File: src/rtl/led_chaser_m.sv
// rtl/led_chaser_m.sv - LED pattern chaser advanced by prescaler-bit rising edges
//
// Purpose: turns each rising edge of presc_in[TICK_BIT] into a one-cycle tick
// and steps an LED pattern (off / blink / rotate / bounce) on every tick.
// Optional feature macro: LED_CHASER_PWM_EN (registered PWM dimming of led).
//
// Ports:
//   clk       system clock (also clocks the prescaler)
//   rst       asynchronous, active-high reset
//   presc_in  prescaler output bus, synchronous to clk
//   mode      pattern select: 0 OFF, 1 BLINK, 2 ROTATE, 3 BOUNCE
//   enable    1 = pattern advances on ticks, 0 = pattern frozen
//   tick      one-cycle pulse per rising edge of presc_in[TICK_BIT]
//   led       LED drive, active-high
module led_chaser_m #(
  parameter int PRESC_WIDTH = 4,
  parameter int TICK_BIT    = PRESC_WIDTH - 1,
  parameter int LED_NUM     = 4,
  parameter int PWM_DUTY    = 2
) (
  input  logic                   clk,
  input  logic                   rst,
  input  logic [PRESC_WIDTH-1:0] presc_in,
  input  logic [1:0]             mode,
  input  logic                   enable,
  output logic                   tick,
  output logic [LED_NUM-1:0]     led
);

  typedef enum logic [1:0] {
    MODE_OFF    = 2'd0,
    MODE_BLINK  = 2'd1,
    MODE_ROTATE = 2'd2,
    MODE_BOUNCE = 2'd3
  } mode_t;

  localparam logic [LED_NUM-1:0] PAT_ONE = LED_NUM'(1);
  localparam logic [LED_NUM-1:0] PAT_MSB = {1'b1, {(LED_NUM-1){1'b0}}};

  logic               prev_q;
  logic               rise;
  mode_t              mode_q;
  logic [LED_NUM-1:0] pat;
  logic               dir;
  logic [LED_NUM-1:0] pat_up;
  logic [LED_NUM-1:0] pat_dn;
  logic [LED_NUM-1:0] pat_rot;

  // Only the tick bit (and the two PWM count bits, when enabled) are consumed;
  // the rest of the shared prescaler bus is deliberately ignored.
  logic unused_presc;
  assign unused_presc = ^presc_in;

  assign rise    = presc_in[TICK_BIT] & ~prev_q;
  assign pat_up  = pat << 1;
  assign pat_dn  = pat >> 1;
  assign pat_rot = {pat[LED_NUM-2:0], pat[LED_NUM-1]};

`ifdef LED_CHASER_PWM_EN
  localparam logic [2:0] DUTY = 3'(PWM_DUTY);
  logic pwm_on;
  assign pwm_on = ({1'b0, presc_in[1:0]} < DUTY);
`else
  logic [31:0] unused_duty;
  assign unused_duty = PWM_DUTY;
  assign led = pat;
`endif

  always_ff @(posedge clk or posedge rst) begin
    if (rst) begin
      prev_q <= 1'b0;
      tick   <= 1'b0;
      mode_q <= MODE_OFF;
      pat    <= '0;
      dir    <= 1'b0;
`ifdef LED_CHASER_PWM_EN
      led    <= '0;
`endif
    end else begin
      prev_q <= presc_in[TICK_BIT];
      tick   <= rise;
      mode_q <= mode_t'(mode);

      if (mode != mode_q) begin
        // Reload on any mode change; a tick landing in this cycle is dropped.
        dir <= 1'b0;
        if (mode == MODE_ROTATE || mode == MODE_BOUNCE) pat <= PAT_ONE;
        else                                            pat <= '0;
      end else if (tick && enable) begin
        case (mode_q)
          MODE_OFF:    pat <= '0;
          MODE_BLINK:  pat <= ~pat;
          MODE_ROTATE: pat <= pat_rot;
          MODE_BOUNCE: begin
            // Turn around as soon as an endpoint is reached so each end
            // is lit for exactly one tick.
            if (!dir) begin
              pat <= pat_up;
              if (pat_up == PAT_MSB) dir <= 1'b1;
            end else begin
              pat <= pat_dn;
              if (pat_dn == PAT_ONE) dir <= 1'b0;
            end
          end
          default:     pat <= '0;
        endcase
      end

`ifdef LED_CHASER_PWM_EN
      led <= pat & {LED_NUM{pwm_on}};
`endif
    end
  end

endmodule
File: config.mk
export PLATFORM = sky130hd
export DESIGN_NAME = led_chaser_m
export DESIGN_NICKNAME = d
export VERILOG_FILES = /design/src/rtl/led_chaser_m.sv
export SDC_FILE = /design/constraint.sdc
export NUM_CORES = 1
export LEC_CHECK = 0
export CAP_MARGIN = 15
export CELL_PAD_IN_SITES_DETAIL_PLACEMENT = 1
export CELL_PAD_IN_SITES_GLOBAL_PLACEMENT = 2
export CORE_ASPECT_RATIO = 0.7
export CORE_MARGIN = 2
export CORE_UTILIZATION = 25
export DETAILED_ROUTE_END_ITERATION = 8
export PLACE_DENSITY = 0.68
export RECOVER_POWER = 100
export SLEW_MARGIN = 40
export SYNTH_ARGS = -nofsm -noshare
export SYNTH_HDL_FRONTEND = slang
export SYNTH_SLANG_ARGS = --single-unit
export TNS_END_PERCENT = 1
File: constraint.sdc
create_clock -name clk -period 1.1 [get_ports clk]
set_clock_uncertainty 0.05 [all_clocks]
set_input_delay 0.22 -clock clk [delete_from_list [all_inputs] [get_ports clk]]
set_output_delay 0.22 -clock clk [all_outputs]
set_load 0.03 [all_outputs]
Yosys cells after proc, flatten, opt, wreduce, memory -nomap -nowiden:

Index checks and enable logic that the tools add are counted.

* flip-flop bits (word level): 9
* bits of input ports: 9
* output and inout port bits: 5
* word-level logic and storage cells: 33

* eq/ne operators: 8
* mux-type cells: 11
* bitwise operators: 3
* reductions and logical operators: 6

Operators by type and width (number)
* one-hot mux 4 bit (4 select lines): 1
* 2-to-1 mux 4 bit: 3
* equality test 2 bit (second input constant): 4
* 2-to-1 mux 1 bit: 7
* NOT 4 bit: 1
* nonzero test 2 bit: 2
* equality test 3 x 1 -> 1 bit (second input constant): 1
* equality test 3 bit (second input constant): 1
* equality test 2 x 1 -> 1 bit (second input constant): 1
* logical NOT 2 bit: 1
* inequality test 2 bit: 1
* AND reduction 2 bit: 1
* bitwise AND 1 bit: 1
* logical AND 1 bit: 1
* logical OR 1 bit: 1
* NOT 1 bit: 1

Logic depth before layout (Yosys ltp):

Gate-level depths: netlist (run 1).

* depth after elaboration: 6
* gate-level depth with buffers: 4
* depth with buffers taken out: 3

Least setup slack after synthesis (run 1):

No wires, ideal clock.

* path kind: reg2reg
* start point: reg pat[1] (netlist: led[1])
* end point: reg pat[0] (netlist: led[0])
* setup time: 0.134 ns
* data arrival time: 1.130 ns
* required time: 0.916 ns
* path slack: -0.214 ns
* stages on the path, launching flop included: 4
* buffers on the path: 0
* clock period less this slack: 1.314 ns
* path through: dfrtp_1 > and4_2 > a311oi_1 > o221ai_2

* word-level cells in the longest chain between the ends: 4

RTL lines
* start, declared: RTL line 43 `logic [LED_NUM-1:0] pat;`
* start signal, assigned: RTL line 92 `MODE_BLINK: pat <= ~pat;`
* start signal, assigned: RTL line 93 `MODE_ROTATE: pat <= pat_rot;`
* start signal, assigned: RTL line 98 `pat <= pat_up;`
* 2-to-1 mux 4 bit: RTL line 97 `if (!dir) begin`
* one-hot mux 4 bit (4 select lines): RTL line 90 `case (mode_q)`
* 2-to-1 mux 4 bit: RTL line 89 `end else if (tick && enable) begin`
* 2-to-1 mux 4 bit: RTL line 84 `if (mode != mode_q) begin`

Every way passes these cells. The select of a mux whose other input is x is not followed.
A chain may end at the register's enable or synchronous reset.

Worst setup path after layout (run 1):

* start point: reg mode_q[1]
* end point: reg pat[2] (netlist: led[2])

* word-level cells in the longest chain between the ends: 4
* elaborated cells on any way between the ends: 9
* classes of those cells: eq/ne: 4; mux: 3; reduce/logical: 2

RTL lines
* start, declared: RTL line 42 `mode_t mode_q;`
* start signal, assigned: RTL line 82 `mode_q <= mode_t'(mode);`
* equality test 2 bit (tied with other cells): RTL line 90
* one-hot mux 4 bit (4 select lines): RTL line 90
* 2-to-1 mux 4 bit: RTL line 89
* 2-to-1 mux 4 bit: RTL line 84

Several ways; a longest one is shown, not always the timed one. The select of a mux whose other input is x is not followed.

==> impl_metrics.py, run 1 <==
metrics = {
    "global_routing": {
        "grt_usage_pct": 16.5,
        "antenna_found_initial": 0,
        "grt_max_degree": 10,
        "grt_pass1_wl_um": 2900,
        "grt.overflow.total": 0,
        "grt_pass1_vias": 535,
    },
    "floorplan": {
        "dieArea_um2": 2520,
        "fp.dieH_um": 42.6,
        "rows": 13,
        "start_util_pct": 27.5,
        "ioPinCount": 14,
        "core_region_area_um2": 1940,
        "die_x_um": 59.1,
    },
    "critical_path": {
        "crit_type": "flop to flop",
        "cp-start-kind": "flop",
        "crit_path_end": "led[2]",
        "path_common_cell": "buf_6",
        "worstSetupStartpoint": "mode_q[1]",
        "crit_chain": "buf_6 -> buf_6 -> nor3b_4 -> a211oi_2 -> o2bb2ai_1",
        "end_kind": "flop",
        "reg2reg_slack_ns": -0.26,
        "critPathMaxFanout": 7,
        "arrival_ns": 1.49,
        "crit_family": "flip-flops",
        "max_stage_delay_ns": 0.48,
        "cp.buffers_inverters": 2,
        "cp_slowest_cell": "dfrtp_2",
        "cp.required_ns": 1.23,
        "r2r_end": "led[2]",
        "r2r-start": "mode_q[1]",
        "path_depth": 5,
        "r2r_cells": 5,
    },
    "timing": {
        "slew_violations": 0,
        "setup_ws_ns": -0.259,
        "whs_ns": 0.230,
        "tightest_slew_ns": 0.330,
        "hold_violations": 0,
        "fmax_ghz": 0.736,
        "setup_viol": 10,
        "rsz0062_at_grt": "true",
        "setup_tns_ns": -1.40,
        "slew_headroom_pct": 78.0,
        "timing.final.crit_share_pct": 124,
        "period_needed_ns": 1.36,
    },
    "power_and_ir_drop": {
        "clkPwrFrac_pct": 31.8,
        "total_power_mw": 0.826,
        "p_leak_nw": 0.333,
        "peakVddDrop_v": 0.000488,
        "p_comb_share_pct": 24.0,
        "power_density_nw_per_um2": 969,
        "internal_power_mw": 0.586,
        "power_switching_mw": 0.240,
        "p_seq_share_pct": 44.2,
        "swShare_pct": 29.0,
    },
    "yosys": {
        "syn-num-nets": 58,
        "synth.distinct_cells": 28,
        "ys_ff_latch": 9,
        "synth.yosys.seq_area_share_pct": 42.4,
        "synth.avg_cell_area_um2": 10.9,
        "syn-cell-area_um2": 532,
        "ys_warn_count": 0,
        "postSynthCellCount": 49,
    },
    "drt": {
        "vias_per_cell": 5.38,
        "vias": 522,
        "totalWireLength_um": 1800,
        "detail-route-antenna-nets": 0,
        "avgRoutedWirePerCell_um": 18.5,
        "drc": 0,
        "drtIter0Drc": 12,
        "dr.pass1.iters": 3,
    },
    "finish": {
        "final_common_cell": "buf_6",
        "final_cell_mix": "buf_6, buf_4, dfrtp_2",
        "areaGrowthSynthToFinish_pct": 60.2,
        "antenna-diode-count": 0,
        "instances_no_fill": 97,
        "fin_area_um2": 852,
        "fin_nets": 85,
        "final_core_util_pct": 44.0,
        "drive_above_1_share_pct": 54.7,
    },
    "clocking": {
        "clk_pin_slew_ns": 0.07,
        "cts_buffer_depth": 2,
        "clkLatencyLatePin_ns": 0.27,
        "tritoncts": "yes",
        "cts_made_buffers": 3,
        "ctsRootBufferMaster": "clkbuf_4",
        "cts.sinks": 9,
        "h-tree-depth": 1,
    },
    "outcome": {
        "status": "finished with violations",
        "violations": "negative setup slack",
    },
    "job": {
        "max_cap_violations": 0,
    },
    "placed_design": {
        "port_buffers": 10,
        "place_congestion": 0.769,
        "dp_hpwl_um": 1110,
        "place_area_um2": 697,
        "dp.cells": 86,
        "dp_slack_ns": -0.502,
    },
    "min_path": {
        "min_path_type": "primary input to flop",
    },
}
[area by class of cell]
type,instances,area (µm²)
clock buffers,4,26.3
multi-input cells,36,334
fillers,219,1080
repair buffers,24,224
inverters,2,7.51
well taps,22,27.5
flip-flops and latches,9,233
[power groups by stage]
stage	Sequential, mW	Clock (mW)	Combinational, mW
floorplan	0.381	0	0.0727
global placement	0.373	0	0.146
detailed placement	0.374	0	0.148
CTS	0.365	0.266	0.195
global route	0.367	0.291	0.214
finish	0.365	0.263	0.198
[synth_stat cells]
cell type / n / area share (%)
nor3b_2: 1 / 2.4
and4_2: 1 / 1.9
xor2_1: 2 / 3.3
nor3b_1: 3 / 4.2
a211oi_1: 2 / 2.8
nor3_1: 2 / 1.9
o22a_2: 1 / 1.9
nand4_1: 1 / 1.2
dfrtp_1: 9 / 42
buf_4: 1 / 1.4
a31oi_1: 2 / 2.4
nor2b_1: 1 / 1.2
o221ai_2: 1 / 2.8
nor3_2: 1 / 1.9
o21ai_0: 1 / 0.94
and4_1: 2 / 3.3
nand4bb_1: 1 / 2.1
nand2_1: 3 / 2.1
inv_1: 2 / 1.4
nand4b_1: 1 / 1.6
nor4bb_1: 1 / 1.9
or2_1: 1 / 1.2
and2_1: 1 / 1.2
buf_6: 1 / 2.1
o2bb2ai_1: 3 / 4.9
a21boi_0: 2 / 2.8
nand2b_1: 1 / 1.2
a311oi_1: 1 / 1.6
[flip-flops by register name, indices dropped and copies added (netlist names)]
signal  count
prev_q      1
led         4
tick        1
mode_q      2
dir         1
[kinds of logic after synthesis]
| group | synth area share, % |
|---|---|
| compound gates | 20.2 |
| xor+xnor | 3.29 |
| buf+inv | 4.94 |
| flops | 42.4 |
| simple gates | 29.2 |
[routing by layer]
metal	routed length [µm]	vias to the layer above	global-route usage [%]
li1	-	245	-
met1	875	258	22.3
met2	818	13	23.6
met3	51	6	5.25
met4	55	0	7.73
met5	0	-	0
[what timing repair did]
action | 4_1_cts | 5_1_grt
setup endpoints to repair | 10 | 10
pin swaps | 5 | 4
gates resized for setup | 19 | 5
hold buffers | 0 | 0
buffers inserted | 7 | 0
endpoints found under the hold margin | 0 | 0
[worst min path at each step]
stage               slack [ns]  cells past startpoint    start         to
floorplan               -0.002                      1      rst        dir
global placement          0.34                      1   prev_q       tick
detailed placement        0.34                      1   prev_q       tick
CTS                       0.16                      2      rst        dir
global route              0.23                      2  mode[1]  mode_q[1]
finish                    0.23                      2  mode[1]  mode_q[1]
(Power assumes the default switching activity.)
==> run 2, diff against run 1 <==
Settings changed: MAX_ROUTING_LAYER from default to met4, TNS_END_PERCENT 1 to default.
==> run 2 against run 1 <==
  * The flow still finishes with violations (negative setup slack)
  * Highest routed layer unchanged
  * Largest power group unchanged
  * Sequential power is essentially flat
  * Critical endpoint is now led[1]
  * Routed wire length is 16% lower
  * Sequential share of layout area about the same
==> impl_metrics.py, run 2 (synthesized netlist as in run 1, its figures left out) <==
metrics = {
    "outcome": {
        "status": "finished with violations",
        "violations": "negative setup slack",
    },
    "finish": {
        "drive_above_1_share_pct": 55.4,
        "regArea_um2": 234,
        "largest-register": "led",
        "final_common_cell": "buf_4",
        "largest_reg_flops": 4,
        "final_cell_mix": "buf_4, buf_6, dfrtp_2",
        "top_regs": "led: 4 flops, mode_q: 2 flops",
        "areaGrowthSynthToFinish_pct": 61.2,
        "fin_area_um2": 857,
        "final_core_util_pct": 44.3,
        "fin_nets": 84,
        "antenna-diode-count": 0,
        "n_fill_cell": 223,
        "multi_input_area_um2": 334,
    },
    "critical_path": {
        "end_kind": "flop",
        "crit_chain": "buf_12 -> and4_1 -> a211oi_2 -> o2bb2ai_1",
        "cp-start-kind": "flop",
        "cp.required_ns": 1.20,
        "cp_slowest_cell": "dfrtp_2",
        "crit_type": "flop to flop",
        "reg2reg_slack_ns": -0.19,
        "crit_family": "flip-flops",
        "arrival_ns": 1.39,
        "cp.buffers_inverters": 1,
        "critPathMaxFanout": 8,
        "max_stage_delay_ns": 0.49,
    },
    "drt": {
        "totalWireLength_um": 1520,
        "dr.pass1.iters": 4,
        "vias": 489,
        "avgRoutedWirePerCell_um": 15.8,
        "vias_per_cell": 5.09,
        "detail-route-antenna-nets": 0,
        "drc": 0,
        "drtIter0Drc": 13,
    },
    "clocking": {
        "hold_buffers": 0,
        "h-tree-depth": 1,
        "clk_pin_slew_ns": 0.06,
        "ctsRootBufferMaster": "clkbuf_4",
        "cts_made_buffers": 3,
        "clkLatencyLatePin_ns": 0.27,
        "tritoncts": "yes",
        "cts.sinks": 9,
        "cts_buffer_depth": 2,
    },
    "min_path": {
        "min_path_type": "primary input to async pin",
    },
    "placed_design": {
        "dp_hpwl_um": 1030,
        "place_area_um2": 706,
        "port_buffers": 10,
        "place_congestion": 0.738,
    },
    "global_routing": {
        "grt_pass1_vias": 491,
        "grt_usage_pct": 14.3,
        "grt_max_degree": 10,
        "grt.overflow.total": 0,
        "antenna_found_initial": 0,
        "grt_pass1_wl_um": 2460,
    },
    "timing": {
        "hold_violations": 0,
        "period_needed_ns": 1.29,
        "timing.final.crit_share_pct": 117,
        "setup_tns_ns": -1.05,
        "slew_violations": 0,
        "slew_headroom_pct": 77.2,
        "setup_ws_ns": -0.190,
        "rsz0062_at_grt": "true",
        "tightest_slew_ns": 0.342,
        "fmax_ghz": 0.775,
        "setup_viol": 10,
    },
    "job": {
        "max_cap_violations": 0,
    },
    "floorplan": {
        "start_util_pct": 27.5,
        "fp.dieH_um": 42.6,
        "ioPinCount": 14,
        "rows": 13,
        "core_region_area_um2": 1940,
        "die_x_um": 59.1,
        "dieArea_um2": 2520,
    },
    "power_and_ir_drop": {
        "p_leak_nw": 0.337,
        "peakVddDrop_v": 0.000875,
        "power_density_nw_per_um2": 959,
    },
}
## run 2: cell types whose count changed in the layout (fill, tap and decap cells not counted), sizes merged
cell,previous run,this run
buf,19,18
dlygate4sd2,0,1
clkinv,0,1
clkbuf,5,3
## run 2: where the power goes
group          internal, mW  switching (mW)
registers             0.346          0.0201
clock network         0.134           0.120
logic                 0.104          0.0959
## run 2: worst paths after layout
path | from | end | cells past startpoint
max | mode_q[1] | led[1] | 4
min in group clk | mode[1] | mode_q[1] | 1
min | rst | prev_q | 2
max reg2reg | mode_q[1] | led[1] | 4
max in group asynchronous | rst | mode_q[1] | 2
min reg2reg | prev_q | tick | 1
## run 2: area by class of cell
cell class                 count  area share (%)
multi-input combinational     36            39.0
sequential                     9            27.3
inverter                       2           0.876
tap                           22            3.21
clock buffer                   3            2.63
timing repair buffer          23            26.4
clock inverter                 1           0.584
## run 2: layer usage
layer | track usage (%) | vias up | share of wire (%)
li1 | - | 240 | -
met4 | 4.09 | 0 | 0.46
met1 | 18.2 | 235 | 48
met3 | 5.56 | 2 | 3.6
met2 | 21.1 | 12 | 48
met5 | - | - | 0
## run 2: metrics by stage
step,setup slack [ns],hold WS [ns],std cells,power [mW]
after floorplan,-0.0872,-0.00235,49,0.460
after global placement,-0.440,0.341,84,0.524
after detailed placement,-0.494,0.346,84,0.526
after CTS,-0.187,0.159,95,0.830
after global routing,-0.253,0.301,96,0.874
final,-0.190,0.295,96,0.822
## run 2: repair_timing
item / CTS / global route
pin swaps: 2 / 4
buffers inserted: 7 / 1
endpoints found under the hold margin: 0 / 0
setup endpoints to repair: 10 / 10
gates resized for setup: 14 / 6
## run 2: worst reg2reg max path: stages, from the launching register on
cell,delay (ns)
dfrtp_2,0.49
buf_12,0.17
and4_1,0.18
a211oi_2,0.19
o2bb2ai_1,0.11
